**src/rtl/beep_tone_decoder_if.sv**
```systemverilog
// beep_tone_decoder_if
// Bundles the beep monitor signals so the decoder and its user share one port.
//   beep_in    : square-wave line being monitored (asynchronous to clk)
//   note       : decoded note code, 0 = silence / unknown
//   period     : last measured rising-edge to rising-edge period, in clk cycles
//   note_valid : one-cycle pulse whenever note changes value
//   active     : high while rising edges keep arriving within the timeout
// The master modport is the side that drives beep_in and observes the results.
// The slave modport is the decoder itself.
interface beep_tone_decoder_if;
   logic        beep_in;
   logic [3:0]  note;
   logic [19:0] period;
   logic        note_valid;
   logic        active;

   modport master (output beep_in, input note, period, note_valid, active);
   modport slave  (input beep_in, output note, period, note_valid, active);
endinterface

```
**src/rtl/beep_tone_decoder.sv**
```systemverilog
// beep_tone_decoder
// Measures the period of a square-wave beep line between rising edges and
// decodes it into a note code from the note table. A stability filter only
// lets the output note change after STABLE consecutive periods agree. If no
// rising edge arrives within TIMEOUT cycles, the line is declared silent.
// Ports:
//   clk   : system clock
//   rst_n : asynchronous active-low reset
//   bus   : beep_tone_decoder_if.slave (beep_in in; note, period, note_valid, active out)
// P_TABLE holds the ten reference periods, with code 1 in the lowest 20 bits.
module beep_tone_decoder #(
   parameter int unsigned    TOL_SHIFT = 7,
   parameter int unsigned    STABLE    = 2,
   parameter logic [19:0]    TIMEOUT   = 20'hFFFFF,
   parameter logic [199:0]   P_TABLE   = {20'd170358, 20'd191205, 20'd202429, 20'd227273,
                                          20'd255102, 20'd270270, 20'd286533, 20'd303030,
                                          20'd340136, 20'd381679}
) (
   input  logic                      clk,
   input  logic                      rst_n,
   beep_tone_decoder_if.slave        bus
);

   localparam logic [1:0] ST_IDLE     = 2'd0;
   localparam logic [1:0] ST_COUNT    = 2'd1;
   localparam logic [1:0] ST_CLASSIFY = 2'd2;
   localparam logic [2:0] STABLE_C    = 3'(STABLE);

   logic [1:0]  state_r;
   logic        s1_r, s2_r, s3_r;
   logic [19:0] pcnt_r;
   logic [19:0] period_r;
   logic [3:0]  note_r;
   logic [3:0]  cand_r;
   logic [2:0]  run_r;
   logic        note_valid_r;
   logic        active_r;

   logic        rise_s;
   logic [9:0]  match_s;
   logic [3:0]  code_s;
   logic [3:0]  cand_nxt_s;
   logic [2:0]  run_nxt_s;

   // True when meas lies within +/- (p_ref >> TOL_SHIFT) of p_ref.
   // The 21-bit subtract keeps the sign so the magnitude can be recovered.
   function automatic logic period_match(input logic [19:0] meas, input logic [19:0] p_ref);
      logic [20:0] diff;
      logic [20:0] mag;
      logic [19:0] tol;
      diff = {1'b0, meas} - {1'b0, p_ref};
      mag  = diff[20] ? (21'd0 - diff) : diff;
      tol  = p_ref >> TOL_SHIFT;
      return (mag <= {1'b0, tol});
   endfunction

   assign rise_s = s2_r & ~s3_r;

   // Two-stage synchronizer for beep_in plus a history stage for edge detection.
   always_ff @(posedge clk or negedge rst_n) begin
      if (!rst_n) begin
         s1_r <= 1'b0;
         s2_r <= 1'b0;
         s3_r <= 1'b0;
      end else begin
         s1_r <= bus.beep_in;
         s2_r <= s1_r;
         s3_r <= s2_r;
      end
   end

   // Compares the captured period against every table entry; the lowest code wins.
   always_comb begin
      match_s = 10'd0;
      code_s  = 4'd0;
      for (int i = 0; i < 10; i++) begin
         match_s[i] = period_match(period_r, P_TABLE[i*20 +: 20]);
      end
      for (int i = 9; i >= 0; i--) begin
         code_s = match_s[i] ? 4'(i + 1) : code_s;
      end
   end

   // Next candidate and run length of the stability filter.
   always_comb begin
      cand_nxt_s = cand_r;
      run_nxt_s  = run_r;
      if (code_s == cand_r) begin
         run_nxt_s = (run_r >= STABLE_C) ? STABLE_C : (run_r + 3'd1);
      end else begin
         cand_nxt_s = code_s;
         run_nxt_s  = 3'd1;
      end
   end

   // Period measurement state machine, stability filter and silence handling.
   always_ff @(posedge clk or negedge rst_n) begin
      if (!rst_n) begin
         state_r      <= ST_IDLE;
         pcnt_r       <= 20'd0;
         period_r     <= 20'd0;
         note_r       <= 4'd0;
         cand_r       <= 4'd0;
         run_r        <= 3'd0;
         note_valid_r <= 1'b0;
         active_r     <= 1'b0;
      end else begin
         note_valid_r <= 1'b0;
         case (state_r)
            ST_IDLE: begin
               // The first edge only provides a reference point.
               if (rise_s) begin
                  pcnt_r  <= 20'd1;
                  state_r <= ST_COUNT;
               end else begin
                  state_r <= ST_IDLE;
               end
            end
            ST_COUNT: begin
               // An edge on the timeout cycle is still a valid measurement.
               if (rise_s) begin
                  period_r <= pcnt_r;
                  pcnt_r   <= 20'd1;
                  active_r <= 1'b1;
                  state_r  <= ST_CLASSIFY;
               end else if (pcnt_r == TIMEOUT) begin
                  state_r  <= ST_IDLE;
                  active_r <= 1'b0;
                  cand_r   <= 4'd0;
                  run_r    <= 3'd0;
                  if (note_r != 4'd0) begin
                     note_r       <= 4'd0;
                     note_valid_r <= 1'b1;
                  end else begin
                     note_r       <= note_r;
                  end
               end else begin
                  pcnt_r <= pcnt_r + 20'd1;
               end
            end
            ST_CLASSIFY: begin
               // The next period is already being counted during this cycle.
               pcnt_r  <= (pcnt_r == TIMEOUT) ? pcnt_r : (pcnt_r + 20'd1);
               cand_r  <= cand_nxt_s;
               run_r   <= run_nxt_s;
               state_r <= ST_COUNT;
               if ((run_nxt_s == STABLE_C) && (cand_nxt_s != note_r)) begin
                  note_r       <= cand_nxt_s;
                  note_valid_r <= 1'b1;
               end else begin
                  note_r       <= note_r;
               end
            end
            default: begin
               state_r <= ST_IDLE;
            end
         endcase
      end
   end

   assign bus.note       = note_r;
   assign bus.period     = period_r;
   assign bus.note_valid = note_valid_r;
   assign bus.active     = active_r;

endmodule

```
**src/flat_wrapper.sv**
```systemverilog
// flat-port wrapper written by rule: the top's interface ports become plain ports
module beep_tone_decoder_flat 
#(
   parameter int unsigned    TOL_SHIFT = 7,
   parameter int unsigned    STABLE    = 2,
   parameter logic [19:0]    TIMEOUT   = 20'hFFFFF,
   parameter logic [199:0]   P_TABLE   = {20'd170358, 20'd191205, 20'd202429, 20'd227273,
                                          20'd255102, 20'd270270, 20'd286533, 20'd303030,
                                          20'd340136, 20'd381679}
)
  (clk, rst_n, bus_beep_in, bus_note, bus_period, bus_note_valid, bus_active);
  beep_tone_decoder_if bus_i ();
  input  logic clk;
  input  logic rst_n;
  input wire logic [$bits(bus_i.beep_in)-1:0] bus_beep_in;
  output wire logic [$bits(bus_i.note)-1:0] bus_note;
  output wire logic [$bits(bus_i.period)-1:0] bus_period;
  output wire logic [$bits(bus_i.note_valid)-1:0] bus_note_valid;
  output wire logic [$bits(bus_i.active)-1:0] bus_active;
  assign bus_i.beep_in = bus_beep_in;
  assign bus_note = bus_i.note;
  assign bus_period = bus_i.period;
  assign bus_note_valid = bus_i.note_valid;
  assign bus_active = bus_i.active;
  beep_tone_decoder #(.TOL_SHIFT(TOL_SHIFT), .STABLE(STABLE), .TIMEOUT(TIMEOUT), .P_TABLE(P_TABLE)) u_core (.clk(clk), .rst_n(rst_n), .bus(bus_i));
endmodule
```
**config.mk**
```make
export PLATFORM = sky130hd
export DESIGN_NAME = beep_tone_decoder_flat
export DESIGN_NICKNAME = d
export VERILOG_FILES = /design/src/rtl/beep_tone_decoder_if.sv /design/src/rtl/beep_tone_decoder.sv /design/src/flat_wrapper.sv
export SDC_FILE = /design/constraint.sdc
export NUM_CORES = 1
export LEC_CHECK = 0
export BUFFER_PORTS_ARGS = -buffer_cell sky130_fd_sc_hd__buf_2
export CORE_MARGIN = 2
export CORE_UTILIZATION = 30
export CTS_BUF_LIST = sky130_fd_sc_hd__clkbuf_4 sky130_fd_sc_hd__clkbuf_8
export DETAILED_ROUTE_END_ITERATION = 6
export GPL_TIMING_DRIVEN = 1
export PLACE_DENSITY = 0.46
export SLEW_MARGIN = 20
export SYNTH_ARGS = -nofsm -noshare
export SYNTH_HDL_FRONTEND = slang
export SYNTH_SLANG_ARGS = --single-unit
```
**constraint.sdc**
```tcl
create_clock -name clk -period 16.2 [get_ports clk]
set_input_delay 0.81 -clock clk [delete_from_list [all_inputs] [get_ports clk]]
set_output_delay 0.81 -clock clk [all_outputs]
set_load 0.05 [all_outputs]
```
==> results_dict.tcl <==
set metrics [dict create \
    die_w_um 208 \
    wirelength_um 56400 \
    synthDistinctLibCells 88 \
    netlist_area_sq_mm 0.0125 \
    overflow 0 \
    rsz0062_at_grt "no" \
    cts-htree-levels 3 \
    setup.worst_path.start "u_core.bus.period[1]$_DFFE_PN0P_" \
    end_kind "register" \
    reg2reg_from "u_core.bus.period[1]$_DFFE_PN0P_" \
    finalCriticalPeriod_ps 6710 \
    cts_resized 0 \
    hp-start "u_core.s1_r$_DFF_PN0_" \
    p_leak_nw 4.47 \
    ir_drop_mv 0.0660 \
    post-route-period-util_pct 41.4 \
    nFillCells 4508 \
    worstPathCellList "ha_1 > a31oi_1 > xnor2_1 > nor3b_1 > a21oi_1 > a2111oi_0 > o221ai_1 > o21ai_0 > a221oi_1 > nor3_1 > xnor2_1 > o41ai_4 > nor4_1 > a311o_1" \
    firstDrtPassIters 5 \
    layout-drive-gt1-share_pct 9.26 \
    power_density_mw_per_mm2 51.8 \
    clock_sinks 58 \
    grt_max_degree 59 \
    start_kind "register" \
    grt_usage_pct 25.2 \
    grt_pass1_wl_um 85600 \
    ys_top_cells_by_count "nor2_1, nand2_1, xnor2_1, a21oi_1, o21ai_0" \
    routabilityCongestion 0.935 \
    r2r_slack_ps 9490 \
    die_h_um 208 \
    clock_skew_ps 14.2 \
    grt_pass1_vias 14100 \
    synthFlopType "dfrtp_1" \
    clk_latency_ps 360 \
    cts_inserted_buffers 9 \
    yosys_warnings 0 \
    nets 1782 \
    synthArstFlopShare_pct 100 \
    slowest_stage "ha_1" \
    cts_tree "built" \
    whs_path_depth 0 \
    required_ps 16440 \
    timing.max_cap.violations 0 \
    syn_inst 1814 \
    area_growth_pct 5.70 \
    io_pins 29 \
    worst-setup-path-type "reg2reg" \
    holdBufCountCts 0 \
    place_area_sq_mm 0.0131 \
    finalInstanceArea_sq_mm 0.0133 \
    synth_top_area_cell "dfrtp_1" \
    slew_headroom_pct 22.4 \
    min_path_type "reg2reg" \
    slew_viol_final 0 \
    antenna_left 0 \
    fin_util_pct 32.3 \
    rr_worst_depth 14 \
    n_antenna_cell 0 \
    worstPathMaxFanout 28 \
    hpwl_um 41900 \
    seq_area_frac_synth_pct 11.6 \
    cp.arrival_ps 6950 \
    hold_violations 0 \
    ctsLongestPathBuffers 2 \
    synth_top_area_share_pct 11.6 \
    rr_endpoint "u_core.bus.note[0]$_DFFE_PN0P_" \
    avgSynthCellArea_sq_um 6.92 \
    dieArea_sq_mm 0.0435 \
    setup_tns_ps 0 \
    synth_edf_count 0 \
    slowest_delay_ps 940 \
    port_buffers 28 \
    worstHoldEndpoint "u_core.s2_r$_DFF_PN0_" \
    vias_per_cell 6.46 \
    num_rows 74 \
    synth_nets 1840 \
    status "finished, final reports clean" \
    synth-seq-cells 58 \
    drc 0 \
    start_util_pct 30.6 \
    grt_antenna_before_repair 0 \
    synthTopCellsByArea "dfrtp_1, xnor2_1, a21oi_1" \
    worstMarginPinSlew_ps 1160 \
    post-cts-setup-buffer-count 0 \
    crit_path_frequent_cell "xnor2_1" \
    yosysMostFrequentCell "nor2_1" \
    core_area_sq_mm 0.0410 \
    path_clk_slew_ps 70 \
    vias 14800 \
    fmax_mhz 149 \
    wire_per_inst_um 24.6 \
    drtIter0Drc 1716 \
    setup_violations 0 \
    clockRootBuffer "clkbuf_8" \
]
## state kept, by name, summed over array words and instances, names as in the netlist
signal                 count
u_core.bus.active          1
u_core.bus.note            4
u_core.bus.note_valid      1
u_core.bus.period         20
u_core.cand_r              4
u_core.pcnt_r             20
u_core.run_r               3
u_core.s1_r                1
u_core.s2_r                1
u_core.s3_r                1
u_core.state_r             2
## power breakdown
part	switching (W)	internal (W)
combinational	0.000254	0.000118
sequential	0.0000183	0.000154
clock	0.0000614	0.0000824
## per-stage QoR
step                      hold slack [ps]  std cells  setup slack, ps  power (W)
after CTS                             356       2293             9820   0.000685
after global placement                350       2277             9900   0.000539
final                                 357       2293             9490   0.000687
after floorplan                       331       1814            10750   0.000434
after detailed placement              349       2277             9870   0.000539
after global routing                  371       2293             9200   0.000731
## cell type report
| type | count | area (sq um) | share of cell area [%] |
|---|---|---|---|
| clock buffers | 13 | 166 | 1.26 |
| clock inverters | 3 | 40.0 | 0.302 |
| inverters | 31 | 116 | 0.878 |
| multi-input cells | 1587 | 10400 | 78.2 |
| flip-flops and latches | 58 | 1460 | 11.0 |
| well taps | 532 | 666 | 5.02 |
| repair buffers | 69 | 448 | 3.38 |
## worst max-delay path by stage
stage / endpoint / slack, ps
final: u_core.bus.note[0]$_DFFE_PN0P_ / 9490
after global routing: u_core.bus.note[0]$_DFFE_PN0P_ / 9200
after CTS: u_core.bus.note[0]$_DFFE_PN0P_ / 9820
after detailed placement: u_core.bus.note[0]$_DFFE_PN0P_ / 9870
after global placement: u_core.bus.note[1]$_DFFE_PN0P_ / 9900
after floorplan: u_core.bus.note[0]$_DFFE_PN0P_ / 10750
## kinds of logic after synthesis
group,synth area share (%)
xor+xnor,11.6
compound gates,33.8
buf+inv,5.87
flops,11.6
simple gates,30.2
fa+ha+maj,2.37
mux,4.59
## routing by layer
layer  GRT usage (%)  wire, um  share of wire, %  vias up
li1                -         -                 -     6847
met1            32.8     24000                42     7176
met2            41.7     26100                46      671
met3            2.35      3640               6.4      120
met4            12.5      2720               4.8        0
met5               0         0                 0        -
## critical path: cells and delay by family (launching register included)
family | cells | cell delay, ps
AOI/OAI and AO/OA | 8 | 2650
xor gates and xnor gates | 2 | 650
adders and majority gates | 1 | 940
DFF | 1 | 740
and+or+nand+nor | 3 | 1590
## cell usage in the layout, fill, tap and decap left out, drive strengths merged, types with 12 or more instances in the layout
master and count:
a2111oi 22, a211oi 34, a21o 17, a21oi 130, a311oi 12, a31oi 31
and2 23, and3 29, and4 14, buf 69, clkbuf 13, dfrtp 58
ha 23, inv 29, mux2 28, mux2i 26, nand2 143, nand2b 27
nand3 95, nand4 40, nor2 157, nor2b 14, nor3 68, nor4 34
o2111ai 15, o211ai 22, o21a 12, o21ai 122, o22ai 18, o31ai 15
or2 20, or3 24, or4 14, xnor2 139, xor2 27
No activity file was read; power rests on OpenSTA's default activity.
